--- config.mk ---
export PLATFORM = sky130hd
export DESIGN_NAME = conv_psum_accumulator
export DESIGN_NICKNAME = d
export VERILOG_FILES = /design/src/rtl/conv_psum_accumulator.sv
export SDC_FILE = /design/constraint.sdc
export NUM_CORES = 1
export LEC_CHECK = 0
export ABC_AREA = 1
export CAP_MARGIN = 20
export CORE_UTILIZATION = 40
export DETAILED_ROUTE_END_ITERATION = 8
export GPL_TIMING_DRIVEN = 0
export PLACE_DENSITY = 0.67
export REMOVE_ABC_BUFFERS = 1
export SYNTH_ARGS = -nofsm -noshare
export SYNTH_HDL_FRONTEND = slang
export SYNTH_SLANG_ARGS = --single-unit
--- constraint.sdc ---
create_clock -name clk -period 4.32 [get_ports clk]
set_input_delay 1.08 -clock clk [delete_from_list [all_inputs] [get_ports clk]]
set_output_delay 1.08 -clock clk [all_outputs]
set_load 0.005 [all_outputs]
--- src/rtl/conv_psum_accumulator.sv ---
// Partial-sum accumulator for the convolution PE column.
// Sums the psum stream over NUM_PASSES passes into a DEPTH-entry buffer,
// then streams the finished ofmap values out over a valid/ready handshake.
module conv_psum_accumulator #(
  parameter int DATA_W     = 32,
  parameter int DEPTH      = 16,
  parameter int NUM_PASSES = 3
) (
  input  logic              clk,
  input  logic              rst_n,
  input  logic              start,
  input  logic [DATA_W-1:0] psum_in,
  input  logic              psum_valid,
  output logic              psum_ready,
  output logic [DATA_W-1:0] out_data,
  output logic              out_valid,
  input  logic              out_ready,
  output logic              busy,
  output logic              done,
  output logic              overflow
);

  localparam int IW = (DEPTH > 1) ? $clog2(DEPTH) : 1;
  localparam int PW = (NUM_PASSES > 1) ? $clog2(NUM_PASSES) : 1;
  localparam logic [IW-1:0] IDX_LAST  = IW'(DEPTH - 1);
  localparam logic [PW-1:0] PASS_LAST = PW'(NUM_PASSES - 1);

  typedef enum logic [1:0] {
    IDLE  = 2'd0,
    ACCUM = 2'd1,
    DRAIN = 2'd2,
    DONE  = 2'd3
  } state_t;

  state_t            state;
  state_t            state_nxt;
  logic [IW-1:0]     idx;
  logic [PW-1:0]     pass;
  logic [DATA_W-1:0] psum_buf [DEPTH];

  logic              accept;
  logic              out_fire;
  logic              idx_last;
  logic              pass_last;
  logic [DATA_W:0]   sum_ext;

  assign accept    = psum_valid & psum_ready;
  assign out_fire  = out_valid & out_ready;
  assign idx_last  = (idx == IDX_LAST);
  assign pass_last = (pass == PASS_LAST);
  assign sum_ext   = {1'b0, psum_buf[idx]} + {1'b0, psum_in};

  // State register
  always_ff @(posedge clk or negedge rst_n) begin
    if (!rst_n) begin
      state <= IDLE;
    end else begin
      state <= state_nxt;
    end
  end

  // Next-state decode
  always_comb begin
    state_nxt = state;
    unique case (state)
      IDLE: begin
        if (start) state_nxt = ACCUM;
      end
      ACCUM: begin
        if (accept && idx_last && pass_last) state_nxt = DRAIN;
      end
      DRAIN: begin
        if (out_fire && idx_last) state_nxt = DONE;
      end
      DONE: begin
        state_nxt = IDLE;
      end
      default: state_nxt = IDLE;
    endcase
  end

  // Output decode; out_data reads the buffer combinationally so it holds while stalled
  always_comb begin
    psum_ready = 1'b0;
    out_valid  = 1'b0;
    out_data   = '0;
    busy       = (state != IDLE);
    done       = 1'b0;
    unique case (state)
      IDLE: ;
      ACCUM: psum_ready = 1'b1;
      DRAIN: begin
        out_valid = 1'b1;
        out_data  = psum_buf[idx];
      end
      DONE: done = 1'b1;
      default: ;
    endcase
  end

  // Position/pass counters and sticky overflow flag
  always_ff @(posedge clk or negedge rst_n) begin
    if (!rst_n) begin
      idx      <= '0;
      pass     <= '0;
      overflow <= 1'b0;
    end else begin
      unique case (state)
        IDLE: begin
          if (start) begin
            idx      <= '0;
            pass     <= '0;
            overflow <= 1'b0;
          end
        end
        ACCUM: begin
          if (accept) begin
            if (pass != '0 && sum_ext[DATA_W]) overflow <= 1'b1;
            if (idx_last) begin
              idx  <= '0;
              pass <= pass_last ? '0 : pass + 1'b1;
            end else begin
              idx <= idx + 1'b1;
            end
          end
        end
        DRAIN: begin
          if (out_fire) idx <= idx_last ? '0 : idx + 1'b1;
        end
        DONE: ;
        default: ;
      endcase
    end
  end

  // Accumulation buffer: first pass overwrites, later passes add modulo 2^DATA_W
  always_ff @(posedge clk or negedge rst_n) begin
    if (!rst_n) begin
      for (int unsigned i = 0; i < DEPTH; i++) psum_buf[i] <= '0;
    end else if (accept) begin
      psum_buf[idx] <= (pass == '0) ? psum_in : sum_ext[DATA_W-1:0];
    end
  end

endmodule

==> metrics.md <==
| Metric | Value |
|---|---|
| Status | complete, but fails checks |
| Failing checks | DRC |
| Worst r2r src | idx[1] |
| Worst slew margin | 0.218 |
| Drt first pass iters | 8 |
| Port bufs | 73 |
| Sw Share | 0.474 |
| Sequential share of the synthesized area | 0.469 |
| Mapped Area | between 20000 and 30000 um2 |
| Final WS setup | between 0.04 and 0.05 ns |
| Layout Cells excl Fill | around 4700 |
| Post-synth ARST share | 1.00 |
| First-pass GRT wire length | approximately 150000 um |
| WP data required | ~3.2 ns |
| Crit Path Category | reg -> out |
| Die Span X | about 270 um |
| Remaining Overflow, GRT | 0 |
| Worst reg-to-reg path cell count | 22 |
| Hold buffer count at cts | 0 |
| Die H | about 270 um |
| Internal power | between 10000 and 15000 uW |
| DR iter-0 viols | approximately 3600 |
| Ys Warns | 0 |
| Fmax | 0.234 GHz |
| Gate Count Post-Synth | 3775 |
| Switching pwr | 12400 uW |
| Inst Count DP | approximately 4600 |
| Cts bufs inserted | 56 |
| Largest net degree at the start of global routing | 124 |
| Wire per inst | around 21 um |
| Crit end category | output port |
| Post-layout minimum cycle time | roughly 4.3 ns |
| Post-synth EDFFs | 0 |
| Worst-path clk slew | approximately 0.060 ns |
| Clock Skew | 0.0465 ns |
| Routed WL | approximately 100000 um |
| N_diodes | 0 |
| RSZ-0062 raised after global routing | yes |
| Final core utilization | 0.470 |
| Critical Path AT | roughly 3.2 ns |
| Num rows | 96 |
| Placer Congestion | 0.961 |
| Crit Path Max Fanout | 23 |
| Mapped Avg Cell Area | 7.36 um2 |
| Number of remaining DRC errors | 1 |
| P&R area growth vs syn | 16.2% |
| Pwr dens | 810 nW/um2 |
| Clk sink count | about 520 |
| Post-synth top area share | 0.469 |
| Overall routing resource usage | 0.281 |
| Share of cells above drive strength 1 | 0.0766 |
| Synth Flop Type | dfrtp_1 |
| Leading area contributor after synthesis | dfrtp_1 |
| Via count | roughly 27000 |
| Vias in the first global route | around 25000 |
| Max Slew Vio Count | 0 |
| FF-to-FF End | psum_buf[241] |
| Design area | roughly 32000 um2 |
| Least-Margin Pin Slew | around 1.2 ns |
| H-tree Lvls | 2 |
| Starting Density | 0.405 |
| Final hold vios | 0 |
| Initial antenna violation count | 1 |
| Sequential power share | 0.270 |
| HP Class | in -> async |
| Avg Vias per Cell | roughly 5.7 |
| Commonest non-fill, non-tap cells in the layout | nand2_1, dfrtp_1, o21ai_0 |
| # IOs | 74 |
| Max clock buf depth | 3 |
| Worst setup path endpoint | out_data[30] |
| Fin nets | ~3800 |
| Worst-skew pair later-pin latency | 0.65 ns |
| Critical path launch point | idx[1] |
| Root buffer cell | clkbuf_16 |
| Crit path launch type | flip-flop |
| Core region area | between 60000 and 70000 um2 |
| DP Wirelength | slightly below 60000 um |
| Yosys cell types | 35 |
| Maximum VDD drop | 0.376 mV |
| Fin crit share | 0.990 |
| ANT nets after route | 0 |
| Pre-CTS setup slack | -0.820 ns |
| CTS tree | done |
| Logic pwr share | 0.538 |
| Commonest non-fill, non-tap cell in the layout | nand2_1 |
| Seq cells post-synth | between 500 and 600 |
| # setup viols final | 0 |
| Flop2flop setup slack | ~0.10 ns |
| Clock power frac | 0.192 |
| Leak | between 0.015 and 0.02 uW |
| DIE AREA | around 70000 um2 |
| Synth top area cells | dfrtp_1, nand2_1, o21ai_0, nand3_1, nor2_1 |
| Max cap viols | 0 |
| Post-DP Area | roughly 30000 um2 |
| WHS | approximately 0.47 ns |
[synth_stat cells (9+ instances only)]
cell      count
or2_2        32
dfrtp_1     521
nand3_2      20
buf_4        17
nand2_1    1196
nor2_2        9
buf_2        85
a21oi_1     132
nor2_1      313
buf_1        11
o21ai_1      20
clkbuf_1    140
nand2_2      11
a31oi_1     120
o22ai_1      85
inv_2        20
inv_1       273
o21ai_0     379
ha_1         40
nand3_1     309
[logic make-up after synthesis]
logic type / Yosys count / share of synthesized area
adders and majority gates: 41 / 0.0187
buffers and inverters: 553 / 0.0824
DFF: 521 / 0.469
xor gates and xnor gates: 6 / 0.00189
AOI/OAI and AO/OA: 751 / 0.147
and+or+nand+nor: 1903 / 0.281
[through the flow]
stage / setup TNS (ns) / power [uW]
final: 0 / 26200
after global routing: -0.701 / 27800
after CTS: 0 / 25300
after detailed placement: -270.72 / 19700
after global placement: - / 19600
after floorplan: -3730.39 / 15600
[final cells by class]
class	count	area [um2]
Timing Repair inverter	4	37.5
Clock inverter	11	188
Clock buffer	88	1690
Multi-Input combinational cell	2701	12800
Fill cell	6777	36400
Sequential cell	521	13000
Inverter	294	1140
Tap cell	931	1160
Timing Repair Buffer	139	2210
[layer usage]
metal | share of wire | vias up | GRT usage | routed length, um
met5 | 0 | - | 0 | 0
met3 | 0.11 | 264 | 0.0455 | 11000
met2 | 0.44 | 1438 | 0.439 | 44600
met4 | 0.041 | 0 | 0.110 | 4130
li1 | - | 12119 | - | -
met1 | 0.41 | 12705 | 0.391 | 40700
[flip-flops by register name, indices dropped and copies added, names as in the netlist]
signal and count:
psum_buf 512, state 2, idx 4, pass 2, overflow 1
[worst max-delay path: stages (launching register included)]
cell and delay (ns):
dfrtp_4 0.53, buf_16 0.20, buf_16 0.17, inv_16 0.09, buf_4 0.27, o21ai_0 0.14
o22ai_1 0.14, nand2_1 0.08, nand2_1 0.07, inv_1 0.05, a31oi_1 0.20, clkdlybuf4s50_1 0.58
[power by group through the flow]
stage                     Sequential (uW)  Clock, uW  Combinational (uW)
after global routing                 7230       5210               15400
after detailed placement             7180          0               12600
final                                7070       5020               14100
after floorplan                      7150          0                8440
after CTS                            7040       5050               13200
after global placement               7490          0               12100
[worst min path at each step]
stage,to,depth (start not counted),start
after floorplan,psum_buf[129],2,psum_buf[129]
after global placement,psum_buf[129],2,psum_buf[129]
after detailed placement,psum_buf[97],2,psum_buf[97]
after CTS,psum_buf[97],2,psum_buf[97]
after global routing,psum_buf[56],2,psum_buf[56]
final,psum_buf[158],1,rst_n
[what timing repair did]
item,CTS,global route
endpoints found under the setup margin,513,294
gates cloned,13,2
pin swaps,1,2
resized for setup,17,36
setup buffers,11,3
hold endpoints to repair,0,0
No activity file was read; power rests on OpenSTA's default activity.
